===== config.mk =====
export PLATFORM = sky130hd
export DESIGN_NAME = bin_to_onehot_seq_flat
export DESIGN_NICKNAME = d
export VERILOG_FILES = /design/src/rtl/bin_to_onehot_seq_if.sv /design/src/rtl/bin_to_onehot_seq.sv /design/src/flat_wrapper.sv
export SDC_FILE = /design/constraint.sdc
export NUM_CORES = 1
export LEC_CHECK = 0
export BUFFER_PORTS_ARGS = -buffer_cell sky130_fd_sc_hd__buf_4
export CAP_MARGIN = 20
export CELL_PAD_IN_SITES_DETAIL_PLACEMENT = 0
export CELL_PAD_IN_SITES_GLOBAL_PLACEMENT = 1
export CORE_MARGIN = 10
export CORE_UTILIZATION = 40
export CTS_CLUSTER_SIZE = 16
export DETAILED_ROUTE_END_ITERATION = 7
export GPL_TIMING_DRIVEN = 0
export PLACE_DENSITY_LB_ADDON = 0.08
export SLEW_MARGIN = 20
export SYNTH_ARGS = -nofsm -noshare
export SYNTH_HDL_FRONTEND = slang
export SYNTH_SLANG_ARGS = --single-unit

===== constraint.sdc =====
create_clock -name clk -period 2.5 [get_ports clk]
set_input_delay 0.375 -clock clk [delete_from_list [all_inputs] [get_ports clk]]
set_output_delay 0.375 -clock clk [all_outputs]
set_load 0.05 [all_outputs]

===== src/rtl/bin_to_onehot_seq_if.sv =====
// Handshake and output bundle for the binary-to-one-hot hold decoder.
// master = code source / output consumer, slave = the decoder itself.
interface bin_to_onehot_seq_if #(
  parameter int N = 4
);
  logic                in_valid;
  logic                in_ready;
  logic [N-1:0]        bin;
  logic                cancel;
  logic [(1<<N)-1:0]   hot;
  logic                busy;
  logic                done;

  modport master (
    output in_valid,
    output bin,
    output cancel,
    input  in_ready,
    input  hot,
    input  busy,
    input  done
  );

  modport slave (
    input  in_valid,
    input  bin,
    input  cancel,
    output in_ready,
    output hot,
    output busy,
    output done
  );
endinterface


===== src/rtl/bin_to_onehot_seq.sv =====
// Registered binary-to-one-hot decoder with valid/ready intake and a timed
// output hold. Each accepted code drives one bit of hot for HOLD_CYCLES
// clocks; a new code may be accepted on the last hold cycle so consecutive
// codes stream with no idle gap. The latched code lives only in hot_q, which
// is the one-hot image of the accepted bin.
module bin_to_onehot_seq #(
  parameter int N           = 4,
  parameter int HOLD_CYCLES = 4
) (
  input  logic                  clk,
  input  logic                  rst_n,
  bin_to_onehot_seq_if.slave    bus
);

  localparam int                W    = 1 << N;
  localparam int                CW   = 8;
  localparam logic [CW-1:0]     LAST = CW'(HOLD_CYCLES - 1);

  typedef enum logic {
    IDLE = 1'b0,
    HOLD = 1'b1
  } state_t;

  state_t          state_q;
  logic [CW-1:0]   cnt_q;
  logic [W-1:0]    hot_q;
  logic            done_q;

  logic [W-1:0]    dec_d;
  logic            last_d;
  logic            ready_d;
  logic            accept_d;

  // Decode the incoming code into its one-hot image, one compare per bit.
  for (genvar gi = 0; gi < W; gi++) begin : g_dec
    assign dec_d[gi] = (bus.bin == N'(gi));
  end

  assign last_d   = (state_q == HOLD) && (cnt_q == LAST);
  assign ready_d  = !bus.cancel && ((state_q == IDLE) || last_d);
  assign accept_d = bus.in_valid && ready_d;

  // Control FSM: the hold counter runs from 0 to LAST, done_q is raised when
  // the counter is about to reach LAST so it coincides with the final hot cycle.
  always_ff @(posedge clk or negedge rst_n) begin
    if (!rst_n) begin
      state_q <= IDLE;
      cnt_q   <= '0;
      hot_q   <= '0;
      done_q  <= 1'b0;
    end else begin
      unique case (state_q)
        IDLE: begin
          if (accept_d) begin
            state_q <= HOLD;
            hot_q   <= dec_d;
            cnt_q   <= '0;
            done_q  <= (LAST == '0);
          end
        end
        HOLD: begin
          if (bus.cancel) begin
            state_q <= IDLE;
            hot_q   <= '0;
            cnt_q   <= '0;
            done_q  <= 1'b0;
          end else if (last_d) begin
            if (accept_d) begin
              // Seamless hand-over: old bit drops and new bit rises on one edge.
              state_q <= HOLD;
              hot_q   <= dec_d;
              cnt_q   <= '0;
              done_q  <= (LAST == '0);
            end else begin
              state_q <= IDLE;
              hot_q   <= '0;
              cnt_q   <= '0;
              done_q  <= 1'b0;
            end
          end else begin
            cnt_q  <= cnt_q + CW'(1);
            done_q <= ((cnt_q + CW'(1)) == LAST);
          end
        end
        default: begin
          state_q <= IDLE;
          hot_q   <= '0;
          cnt_q   <= '0;
          done_q  <= 1'b0;
        end
      endcase
    end
  end

  // A cancel on the final hold cycle aborts the code, so its done is withheld.
  assign bus.done     = done_q && !bus.cancel;
  assign bus.hot      = hot_q;
  assign bus.busy     = (state_q == HOLD);
  assign bus.in_ready = ready_d;

endmodule

===== src/flat_wrapper.sv =====
// flat-port wrapper written by rule: the top's interface ports become plain ports
module bin_to_onehot_seq_flat 
#(
  parameter int N           = 4,
  parameter int HOLD_CYCLES = 4
)
  (clk, rst_n, bus_in_valid, bus_bin, bus_cancel, bus_in_ready, bus_hot, bus_busy, bus_done);
  bin_to_onehot_seq_if #(.N(N)) bus_i ();
  input  logic clk;
  input  logic rst_n;
  input wire logic [$bits(bus_i.in_valid)-1:0] bus_in_valid;
  input wire logic [$bits(bus_i.bin)-1:0] bus_bin;
  input wire logic [$bits(bus_i.cancel)-1:0] bus_cancel;
  output wire logic [$bits(bus_i.in_ready)-1:0] bus_in_ready;
  output wire logic [$bits(bus_i.hot)-1:0] bus_hot;
  output wire logic [$bits(bus_i.busy)-1:0] bus_busy;
  output wire logic [$bits(bus_i.done)-1:0] bus_done;
  assign bus_i.in_valid = bus_in_valid;
  assign bus_i.bin = bus_bin;
  assign bus_i.cancel = bus_cancel;
  assign bus_in_ready = bus_i.in_ready;
  assign bus_hot = bus_i.hot;
  assign bus_busy = bus_i.busy;
  assign bus_done = bus_i.done;
  bin_to_onehot_seq #(.N(N), .HOLD_CYCLES(HOLD_CYCLES)) u_core (.clk(clk), .rst_n(rst_n), .bus(bus_i));
endmodule

=== Yosys cells after proc, flatten, opt, wreduce, memory -nomap -nowiden ===
Cells that the tools add are included.

* Add/subtract/negate cells: 1
* Multiply operators: 0
* Div/mod/pow operators: 0
* Order comparisons: 0
* Equality and inequality tests: 19
* Shift operators: 0
* Mux-type cells: 17
* Bitwise gates (word level): 1
* Reduce and logical (&&, ||, !) cells: 8

{| class="wikitable"
|+ Operator list
! operator !! count
|-
| 16-bit 2-to-1 mux || 4
|-
| 4-bit equality test, second input constant || 8
|-
| 16-bit case mux with 2 select lines || 1
|-
| 8-bit 2-to-1 mux || 3
|-
| 4-bit by 3-bit equality test with 1-bit output, second input constant || 4
|-
| 8-bit by 2-bit equality test with 1-bit output, second input constant || 2
|-
| 8-bit case mux with 2 select lines || 1
|-
| 8-bit by 1-bit adder with 8-bit output, second input constant || 1
|-
| 4-bit by 2-bit equality test with 1-bit output, second input constant || 2
|-
| 1-bit 2-to-1 mux || 6
|-
| 4-bit by 1-bit equality test with 1-bit output, second input constant || 1
|-
| 1-bit logical AND || 4
|-
| 4-bit zero test || 1
|-
| 1-bit case mux with 2 select lines || 2
|-
| 3-bit != test, second input constant || 1
|-
| 2-bit by 1-bit != test with 1-bit output, second input constant || 1
|-
| 2-bit AND reduction || 1
|-
| 1-bit zero test || 1
|-
| 1-bit logical OR || 1
|-
| 1-bit inverter || 1
|}

* Flip-flop bits (word level): 26
* Latch bits: 0
* Bits in writable memories: 0
* Memory bits (read-only): 0
* Input port bits: 8
* Output and inout bits: 19
* Logic and storage cells: 50
* Memories kept: 0

=== Longest topological paths before layout ===
* Word-level depth: 9
* Gate-level depth with buffers: 7
* Depth with buffers taken out: 5

=== Worst setup path before layout ===
Ideal clock, no wire load.

* Path type: register to output
* Start: register u_core.cnt_q[1]
* End: output port bus_in_ready
* Arrival time: 1883 ps
* Required time: 2125 ps
* Setup slack: 242 ps
* Stages on the path, launching flop included: 6
* Path buffers: 1
* Cell sequence: dfrtp_1 > ha_1 > buf_2 > nor3b_1 > nand2_1 > a21oi_1

* Longest elaborated chain between the ends: 4

{| class="wikitable"
|+ RTL lines
! item !! RTL line !! text
|-
| start: declaration || bin_to_onehot_seq.sv:25 || <nowiki>logic [CW-1:0] cnt_q;</nowiki>
|-
| start signal: assignment || bin_to_onehot_seq.sv:81 || <nowiki>cnt_q <= cnt_q + CW'(1);</nowiki>
|-
| 8-bit by 2-bit equality test with 1-bit output || bin_to_onehot_seq.sv:39 || <nowiki>assign last_d = (state_q == HOLD) && (cnt_q == LAST);</nowiki>
|-
| 1-bit logical AND || bin_to_onehot_seq.sv:39 ||
|-
| 1-bit logical OR || bin_to_onehot_seq.sv:40 || <nowiki>assign ready_d = !bus.cancel && ((state_q == IDLE) || last_d);</nowiki>
|-
| 1-bit logical AND || bin_to_onehot_seq.sv:40 ||
|-
| end: declaration || flat_wrapper.sv:14 || <nowiki>output wire logic [$bits(bus_i.in_ready)-1:0] bus_in_ready;</nowiki>
|}

No other way between the ends.

=== Worst setup path after layout ===
* Start: register u_core.cnt_q[1]
* End: register u_core.hot_q[14] (netlist: u_core.bus.hot[14])

* Longest elaborated chain between the ends: 9

{| class="wikitable"
|+ RTL lines
! item !! RTL line !! text
|-
| 8-bit by 2-bit equality test with 1-bit output * || bin_to_onehot_seq.sv:39 ||
|-
| 1-bit logical AND * || bin_to_onehot_seq.sv:39 ||
|-
| 1-bit logical OR || bin_to_onehot_seq.sv:40 ||
|-
| 1-bit logical AND || bin_to_onehot_seq.sv:40 ||
|-
| 1-bit logical AND || bin_to_onehot_seq.sv:41 || <nowiki>assign accept_d = bus.in_valid && ready_d;</nowiki>
|-
| 16-bit 2-to-1 mux || bin_to_onehot_seq.sv:68 || <nowiki>if (accept_d) begin</nowiki>
|-
| 16-bit 2-to-1 mux || bin_to_onehot_seq.sv:67 || <nowiki>end else if (last_d) begin</nowiki>
|-
| 16-bit 2-to-1 mux || bin_to_onehot_seq.sv:62 || <nowiki>if (bus.cancel) begin</nowiki>
|-
| 16-bit case mux with 2 select lines || bin_to_onehot_seq.sv:52 || <nowiki>unique case (state_q)</nowiki>
|-
| end signal: assignment || bin_to_onehot_seq.sv:56 || <nowiki>hot_q <= dec_d;</nowiki>
|-
| end signal: assignment || bin_to_onehot_seq.sv:64 || <nowiki>hot_q <= '0;</nowiki>
|-
| end signal: assignment || bin_to_onehot_seq.sv:71 || <nowiki>hot_q <= dec_d;</nowiki>
|-
| end: declaration || bin_to_onehot_seq.sv:26 || <nowiki>logic [W-1:0] hot_q;</nowiki>
|}

Every way passes the cells marked *; elsewhere a longest branch is shown, timed or not. The select of a mux whose other input is x is not followed.
A chain may end at the register's enable or synchronous reset.

==> results by group <==
Final layout
  • Synth-to-Final Area Change: 21.2%
  • Diode count: 0
  • Layout cell share with drive strength beyond 1: between 20% and 30%
  • Fillcell total: a little over 300
  • Count of placed standard cells in the final layout, fillers left out: 214
  • Nets@finish: 182

STA
  • Final Hold Fails: 0
  • Relative slew slack: 53.3%
  • Number of endpoints failing setup at the final stage: 0
  • Final critical-path share of the clock period: roughly nine tenths
  • Actual slew at the worst max-slew pin: about 0.7 ns
  • Setup WS post-layout: between 0.2 and 0.25 ns
  • Highest clock frequency the design can meet: around 440 MHz
  • Accumulated negative setup slack: 0 ns
  • Worst Clk Skew: ~0.0070 ns
  • RSZ-0062 raised after global routing: false
  • Period minus WS final: 2.29 ns
  • Slew Limit Fails: 0

Synthesis
  • Most common library cells after synthesis: sky130_fd_sc_hd__dfrtp_1, sky130_fd_sc_hd__nand2_1, sky130_fd_sc_hd__o21ai_1
  • Portion of synthesized cell area occupied by the leading cell type: approximately 49%
  • Fraction of the yosys area taken by sequential cells: 48.6%
  • Unique cell type count in the Yosys netlist: 41
  • Synthesized instance count: 140
  • Warnings, synthesis: 0
  • Most instantiated library cell after synthesis: sky130_fd_sc_hd__dfrtp_1
  • Top cells by area, synth: sky130_fd_sc_hd__dfrtp_1, sky130_fd_sc_hd__nand2_1, sky130_fd_sc_hd__o21ai_1, sky130_fd_sc_hd__nand3_1, sky130_fd_sc_hd__o41ai_1
  • Net count after synthesis: 150
  • Commonest register cell after synthesis: sky130_fd_sc_hd__dfrtp_1
  • Synth async-reset ratio: 100%
  • Avg Synthesized Cell Area: ~9.6 um^2
  • Number of storage elements in the synthesis netlist: 26
  • Total standard cell area after synthesis: ~0.0013 mm^2
  • EDFF count, synth: 0
  • Biggest area consumer among synthesized cells: sky130_fd_sc_hd__dfrtp_1

Pwr
  • Logic gate share of total power: 28.4%
  • Worst-case vdd ir drop: about 0.00025 V
  • Leakage component of the power: about 0.73 nW
  • Internal power summed over all cells: between 500 and 600 uW
  • Power Density: about 560 mW/mm^2
  • Fraction of power consumed by the clock network: 19.3%
  • Sequential group share of total power: between 50 and 60%
  • Net switching power: around 320 uW
  • Switching power as a share of total power: roughly a third
  • Overall Power: around 900 uW

Worst setup path
  • Cell-by-cell listing of the critical path: ha_1 -> buf_2 -> nor4bb_1 -> a211oi_2 -> clkbuf_1 -> nand2_1 -> o41ai_1
  • Launching element type of the critical path: flop
  • Nature of the critical path endpoint: flop
  • Critical path data required time: between 2 and 3 ns
  • Worst path max stage delay: a little under 0.6 ns
  • Slowest cell on the critical path: sky130_fd_sc_hd__a211oi_2
  • Worst Path Arrival: between 2 and 3 ns
  • Crit Path Category: reg -> reg
  • Largest fanout on the critical path: 10
  • Worst Reg2Reg Path Length in Cells: 7

Placement
  • # port buffers: 26
  • Half-perimeter wire length of the detailed placement result: approximately 2.5 mm
  • RePlAce Congestion: roughly 0.79
  • Worst slack, placed: ~0.16 ns
  • Cell count after placement: 210

Detailed routing
  • Vias after detailed routing: roughly 1200
  • DRC violation count after routing: 0
  • Antenna-violating nets left: 0
  • Vias per std cell: ~5.4
  • Iteration count of the initial detailed-routing pass: 4
  • Wirelength, routed: roughly 3.3 mm
  • Wire per inst: between 15 and 20 um
  • Initial detailed-routing violation count: between 50 and 60

Global routing
  • Total grt overflow: 0
  • Overall fraction of global-route tracks in use: 11.2%
  • Vias in the first global route: ~1200
  • Antenna violations before repair: 0
  • Maximum number of pins on one net before global-route repair: 27
  • Wire length of the first global-routing pass: about 5.7 mm

Clocking
  • Number of clock buffers inserted by TritonCTS: 3
  • Number of sinks on the clock net: 26
  • CTS H-Tree Depth: 1
  • Clk root buf: sky130_fd_sc_hd__clkbuf_4
  • Max Buffers Root-to-Sink: 2
  • Latest clock arrival within the worst-skew pair: between 0.3 and 0.4 ns
  • Post-CTS setup buffer count: 0
  • Clock slew at the register clock pins of the worst setup and hold paths: around 0.14 ns
  • Clock tree from TritonCTS: done

Floorplan
  • Count of standard-cell rows: 20
  • Effective utilization at floorplan: ~43%
  • Area of the core: approximately 0.0031 mm^2
  • Height of the chip: a little under 80 um
  • Number of top-level design ports: 27
  • Die area: ~0.006 mm^2
  • Horizontal extent of the die: 77.8 um

Min path
  • WHS Path Cells: 2
  • Worst hold path class: in -> reg

Flow run
  • Count of max-cap constraint violations: 0

Run status
  • Status: finished clean
## cells in the final DEF, fill, tap and decap left out, drive strengths merged, types with 3 or more instances in the layout
cell	netlist	layout
nor2b	3	3
a21oi	4	4
o41ai	4	4
nand3	8	8
buf	4	30
nand2b	4	4
inv	3	3
xnor2	3	3
dfrtp	26	26
or3b	3	3
a31oi	5	5
clkbuf	3	6
nand2	25	25
o21ai	15	15
## final cells by class
cell class / count / area [um^2] / area share, %
plain buffers: 7 / 37.5 / 2.31
clock buffers: 3 / 22.5 / 1.39
inverters: 3 / 11.3 / 0.694
multi-input cells: 104 / 638 / 39.4
flip-flops and latches: 26 / 652 / 40.2
well taps: 44 / 55.1 / 3.40
repair buffers: 27 / 205 / 12.7
## routing by layer
metal,global-route usage (%),wire [um],up-vias
met5,0,0,-
met4,2.01,30,0
met3,3.00,190,4
met2,20.1,1640,24
met1,13.0,1430,553
li1,-,-,571
## registers in the layout (all words and copies together) (netlist names)
| register | flops |
|---|---|
| u_core.bus.hot | 16 |
| u_core.bus.busy | 1 |
| u_core.cnt_q | 8 |
| u_core.done_q | 1 |
## power groups by stage
stage | Clock (mW) | Sequential (mW) | Combinational [mW]
floorplan | 0 | 0.524 | 0.126
global placement | 0 | 0.478 | 0.251
detailed placement | 0 | 0.480 | 0.257
CTS | 0.182 | 0.472 | 0.258
global route | 0.203 | 0.477 | 0.282
finish | 0.174 | 0.472 | 0.256
## worst max-delay path: cells and delay by family (launching register included)
kind / cells / cell delay [ns]
AO/OA/AOI/OAI: 2 / 0.66
buffers and inverters: 2 / 0.58
flip-flops: 1 / 0.50
AND/OR/NAND/NOR: 2 / 0.26
adder cells (fa/ha/maj): 1 / 0.20
## through the flow
step                      utilization (%)  hold slack (ns)  instance area, um^2
after global routing                 51.8            0.278                 1620
after detailed placement             50.8            0.308                 1590
final                                51.8            0.289                 1620
after global placement               50.8            0.300                 1590
after CTS                            51.8            0.281                 1620
after floorplan                         -           0.0794                 1340
## path summary, 6_finish.rpt
path,endpoint,slack (ns),start
min in group asynchronous,u_core.bus.hot[1]$_DFFE_PN0P_,0.49,rst_n
min reg2reg,u_core.bus.hot[6]$_DFFE_PN0P_,0.50,u_core.bus.hot[6]$_DFFE_PN0P_
max reg2reg,u_core.bus.hot[14]$_DFFE_PN0P_,0.21,u_core.cnt_q[1]$_DFFE_PN0P_
min,u_core.bus.hot[2]$_DFFE_PN0P_,0.29,bus_bin[0]
max in group asynchronous,u_core.cnt_q[1]$_DFFE_PN0P_,1.74,rst_n
max,u_core.bus.hot[14]$_DFFE_PN0P_,0.21,u_core.cnt_q[1]$_DFFE_PN0P_
## cell families (layout without fill, tap and decap cells)
kind of cell             Yosys count  in the layout  share of synthesized area (%)
flip-flops                        26             26                           48.6
adder cells (fa/ha/maj)            2              2                           1.87
AO/OA/AOI/OAI                     39             39                           19.0
AND/OR/NAND/NOR                   59             59                           24.1
XOR/XNOR                           3              3                           1.96
multiplexers                       1              1                          0.748
buffers and inverters             10             40                           3.65
## timing repair
action	CTS	global route
resized for setup	0	1
endpoints found under the setup margin	0	6
hold endpoints to repair	26	0
hold buffers	1	0
Power figures use the tool's default switching activity.
